**src/rtl/disp_arbiter.sv**
```systemverilog
// Three-way display arbiter: requester 0 (self-test) has absolute priority, requesters 1/2
// share the display round-robin with a hold limit, and every ownership change is blanked.
module disp_arbiter #(
   parameter int unsigned MAX_HOLD = 100000000,
   parameter int unsigned GAP_CYC  = 1
) (
   input  logic         clk,
   input  logic         sw,
   input  logic [2:0]   req,
   input  logic [383:0] mat_in,
   input  logic [95:0]  num_in,
   input  logic [2:0]   beep_in,
   output logic [2:0]   gnt,
   output logic [127:0] matrixData,
   output logic [31:0]  numbersData,
   output logic         beep,
   output logic         busy
);

   typedef enum logic [1:0] {StIdle, StOwn, StGap} state_e;

   // Last hold_cnt value allowed while contended; MAX_HOLD of 0 behaves like 1.
   localparam logic [31:0] HoldLast = (MAX_HOLD <= 1) ? 32'd0 : 32'(MAX_HOLD - 1);
   localparam logic [3:0]  GapLast  = 4'(GAP_CYC - 1);

   state_e      state_q, state_d;
   logic [2:0]  gnt_q, gnt_d;
   logic        rr_q, rr_d;
   logic [31:0] hold_q, hold_d;
   logic [3:0]  gap_q, gap_d;

   logic [2:0]  win;
   logic [2:0]  other;
   logic        release_own;
   logic        grab;

   always_comb begin
      win = 3'b000;
      if (req[0]) begin
         win = 3'b001;
      end else if (req[1] && (!req[2] || !rr_q)) begin
         win = 3'b010;
      end else if (req[2]) begin
         win = 3'b100;
      end
   end

   // Competing function requester for the current owner (none when owner is 0).
   assign other = {gnt_q[1], gnt_q[2], 1'b0};

   always_comb begin
      state_d     = state_q;
      gnt_d       = gnt_q;
      rr_d        = rr_q;
      hold_d      = hold_q;
      gap_d       = gap_q;
      grab        = 1'b0;
      release_own = 1'b0;
      unique case (state_q)
         StIdle: begin
            grab = |req;
         end
         StOwn: begin
            if (hold_q != 32'hFFFF_FFFF) hold_d = hold_q + 32'd1;
            release_own = ((gnt_q & req) == 3'b000) ||
                          (!gnt_q[0] && (req[0] || ((|(other & req)) && hold_q >= HoldLast)));
            if (release_own) begin
               state_d = StGap;
               gnt_d   = 3'b000;
               gap_d   = 4'd0;
            end
         end
         StGap: begin
            if (gap_q == GapLast) begin
               grab = |req;
               if (!(|req)) state_d = StIdle;
            end else begin
               gap_d = gap_q + 4'd1;
            end
         end
         default: state_d = StIdle;
      endcase
      if (grab) begin
         state_d = StOwn;
         gnt_d   = win;
         hold_d  = 32'd0;
         if (win[1]) rr_d = 1'b1;
         if (win[2]) rr_d = 1'b0;
      end
   end

   always_ff @(posedge clk) begin
      if (!sw) begin
         state_q <= StIdle;
         gnt_q   <= 3'b000;
         rr_q    <= 1'b0;
         hold_q  <= 32'd0;
         gap_q   <= 4'd0;
      end else begin
         state_q <= state_d;
         gnt_q   <= gnt_d;
         rr_q    <= rr_d;
         hold_q  <= hold_d;
         gap_q   <= gap_d;
      end
   end

   always_comb begin
      matrixData  = 128'h0;
      numbersData = 32'hFFFF_FFFF;
      beep        = 1'b0;
      unique case (gnt_q)
         3'b001: begin
            matrixData  = mat_in[127:0];
            numbersData = num_in[31:0];
            beep        = beep_in[0];
         end
         3'b010: begin
            matrixData  = mat_in[255:128];
            numbersData = num_in[63:32];
            beep        = beep_in[1];
         end
         3'b100: begin
            matrixData  = mat_in[383:256];
            numbersData = num_in[95:64];
            beep        = beep_in[2];
         end
         default: ;
      endcase
   end

   assign gnt  = gnt_q;
   assign busy = (state_q != StIdle);

endmodule

```
**config.mk**
```make
export PLATFORM = sky130hd
export DESIGN_NAME = disp_arbiter
export DESIGN_NICKNAME = d
export VERILOG_FILES = /design/src/rtl/disp_arbiter.sv
export SDC_FILE = /design/constraint.sdc
export NUM_CORES = 1
export LEC_CHECK = 0
export BUFFER_PORTS_ARGS = -buffer_cell sky130_fd_sc_hd__clkbuf_2
export CAP_MARGIN = 5
export CORE_AREA = 2 2 257 259
export CTS_CLUSTER_DIAMETER = 100
export CTS_CLUSTER_SIZE = 14
export DETAILED_ROUTE_END_ITERATION = 7
export DIE_AREA = 0 0 259 261
export PLACE_DENSITY = 0.38
export SLEW_MARGIN = 40
export SYNTH_ARGS = -nofsm -noshare
export SYNTH_HDL_FRONTEND = slang
export SYNTH_SLANG_ARGS = --single-unit
```
**constraint.sdc**
```tcl
create_clock -name clk -period 2.35 [get_ports clk]
set_input_delay 0.235 -clock clk [delete_from_list [all_inputs] [get_ports clk]]
set_output_delay 0.235 -clock clk [all_outputs]
set_load 0.005 [all_outputs]
```
==> key figures <==
Yosys
  • Syn nets: 1284
  • Post-synth cell types: 62
  • Synth top area share: 18.3%
  • Syn_area_per_cell: 6.66 um2
  • Synth Cell Area: 5280 um2
  • Async SR Flop Fraction: 0%
  • Synth area leader: a22oi_1
  • Top post-synthesis cells by count: nand2_1 (155), o21ai_0 (139), a22oi_1 (129)
  • Main synth FF type: dfxtp_1
  • Yosys reg bits: 42
  • Most used standard cell by instance count after synthesis: nand2_1
  • Top cells by area, synth: a22oi_1 (18%), dfxtp_1 (16%), o21ai_0 (13%)
  • Post-synth EDFFs: 0
  • Post-Synthesis Cells: 793
  • YS warnings: 0
  • Post-synthesis sequential area ratio: 15.9%

STA
  • Final Skew: 5.56 ps
  • Max_slew headroom: 56.4%
  • F_max: 0.435 GHz
  • TNS Setup: 0 ps
  • Final hold vios: 0
  • Worst-margin pin slew: 655 ps
  • Post-route clock period utilization: 97.9%
  • Crit path time final: 2300 ps
  • Endpoints failing setup: 0
  • Pins Over Slew Limit: 0

Global routing
  • First-pass GRT wire length: 77100 um
  • Maximum number of pins on one net before global-route repair: 49
  • M2 GR Usage: 27.3%
  • Grt peak-use layer: met2
  • GRT Util Overall: 16.5%
  • GR Util met3: 6.40%
  • Met1 usage: 19.6%
  • Number of global-route vias before repair: 9095
  • GRT Residual Overflow: 0
  • Initial antenna violation count: 27

Setup path
  • Flop2flop setup slack: 190 ps
  • CP Data Arrival Time: 2070 ps
  • R2R Path End: hold_q[19]
  • Worst Reg-to-Reg Cells: 5
  • Crit. Startpoint: gnt[0]
  • Critical path's top delay family: buffers and inverters
  • Required @ worst endpoint: 2120 ps
  • Worst-path cell chain: inv_1, nor2_4, buf_4, bufbuf_16, a22oi_1, o21ai_0, buf_4
  • Crit path max fanout: 20
  • Slowest CP cell: dfxtp_4
  • Reg2reg start: hold_q[5]
  • Buf/Inv on CP: 4
  • Most used cell, CP: buf_4
  • CP peak stage delay: 380 ps
  • Startpoint types: flip-flop
  • Critical path class: flip-flop to output port
  • Setup crit end kind: output port

Detailed routing
  • Wire per inst: 26.2 um
  • Initial DRC Count: 738
  • First-pass iteration count of the detailed router: 5
  • Via count: 9416
  • Total wire length: 60700 um
  • Residual DRC: 0
  • Routed Antenna Nets: 0
  • Drt via density: 4.07

Min path
  • Worst Hold End: gnt[1]
  • Worst hold path type: input port to flip-flop
  • Hold path startpoint: req[2]
  • Hold Path Cell Cnt: 3

Finish
  • Synthesis-to-layout area growth: 97.3%
  • Proportion of layout cells with a drive suffix above 1: 54.7%
  • FF/Latch Area: 850 um2
  • Fillers: 7590
  • Multi-input logic area: 4180 um2
  • Nets: 1930
  • Design area: 10400 um2

Floorplanning
  • Core Area: 65000 um2
  • Chip width: 259 um
  • Top Ports: 653
  • Starting Density: 8.12%
  • Row cnt: 94
  • Die Y: 261 um
  • Die footprint: 67600 um2

Clocking
  • Clock buffer depth: 2
  • H-tree Lvls: 2
  • Clock transition at the registers of the reported paths: 60 ps
  • Clk sinks: 42
  • Hold_buf cts: 0
  • CTS Buf Count: 5
  • Root Buffer Master: clkbuf_16
  • Clk_lat worst skew: 280 ps
  • CTS tree: done

Placement
  • DPL Wire Length: 51500 um
  • Final GP Congestion: 0.879
  • Port bufs: 652
  • Placed Area: 9810 um2

Power
  • Design Power: 3490 uW
  • Pwr/cell area: 335 nW/um2
  • Maximum VDD drop: 0.261 mV
  • Leak: 0.00457 uW

Run
  • Max-cap viol count: 0

Status
  • Status: finished clean
-- worst reg2reg max path, cell delays in order, from the launching register on --
cell,delay [ps]
dfxtp_1,390
nand4_1,350
nor4_4,610
nand4_1,180
or3_2,440
a21oi_2,130
-- state kept, by name, indices dropped and copies added, names as in the netlist --
register	flops
hold_q	32
gap_q	4
gnt	3
state_q	2
rr_q	1
-- cells in the final DEF (no fill, tap or decap), types with 8 or more instances in the layout --
master,netlist,layout
o21ai_1,10,47
or3_1,13,13
nand2_1,155,155
clkbuf_2,0,627
buf_4,0,61
o22a_1,64,64
nand3_1,10,10
nand4_1,11,11
a21oi_2,12,12
inv_1,9,9
o21ai_2,2,18
dfxtp_1,42,39
a22oi_1,129,128
o21ai_0,139,85
a21oi_1,10,10
nor2_1,16,14
diode_2,0,10
buf_12,0,8
-- routing by layer --
| metal | wire length (um) | vias to the layer above | share of wire, % |
|---|---|---|---|
| met3 | 6530 | 59 | 11 |
| met5 | 100 | - | 0.16 |
| met1 | 23800 | 4498 | 39 |
| met4 | 1490 | 16 | 2.4 |
| li1 | - | 4346 | - |
| met2 | 28800 | 497 | 47 |
-- cell families (layout without fill, tap and decap cells) --
logic type               after synthesis  after routing  share of synthesized area, %
XOR/XNOR                               9              9                          1.49
adder cells (fa/ha/maj)                3              3                         0.711
flip-flops                            42             42                          15.9
buffers and inverters                 88            735                          6.75
AND/OR/NAND/NOR                      257            257                          23.8
other                                  0             10                             0
AO/OA/AOI/OAI                        393            393                          51.2
multiplexers                           1              1                         0.189
-- stage by stage --
step                      hold slack, ps  util [%]  setup slack [ps]  cells
after CTS                            331      15.8             -4.77   2301
after global placement               477      15.1              -539   2280
after global routing                 374      16.0             -14.6   2313
final                                344      16.0              49.6   2314
after detailed placement             477      15.1              -409   2280
after floorplan                      381         -               318    793
-- where the power goes --
group	switching [uW]	leakage [uW]	internal (uW)
clock	280	0.0000740	422
sequential	13.7	0.000341	720
combinational	1160	0.00416	897
-- worst max-delay path by stage --
stage | to | slack (ps) | cells after the start
finish | matrixData[21] | 50 | 7
global route | matrixData[30] | -10 | 7
CTS | matrixData[51] | -5 | 7
detailed placement | matrixData[46] | -410 | 7
global placement | matrixData[42] | -540 | 6
floorplan | hold_q[12] | 320 | 8
-- what timing repair did --
action                                  CTS  global route
cloned                                    6             1
resized for setup                        39            83
pin swaps                                 4             3
buffers inserted                          7             2
endpoints found under the setup margin   61            62
-- cell type report --
| type | instances | share of cell area (%) |
|---|---|---|
| repair buffers | 718 | 39.4 |
| multi-input cells | 663 | 40.1 |
| flip-flops and latches | 42 | 8.15 |
| clock buffers | 7 | 1.37 |
| well taps | 864 | 10.4 |
| clock inverters | 1 | 0.0480 |
| inverters | 9 | 0.324 |
| diodes | 10 | 0.240 |
No activity file was read; power rests on OpenSTA's default activity.
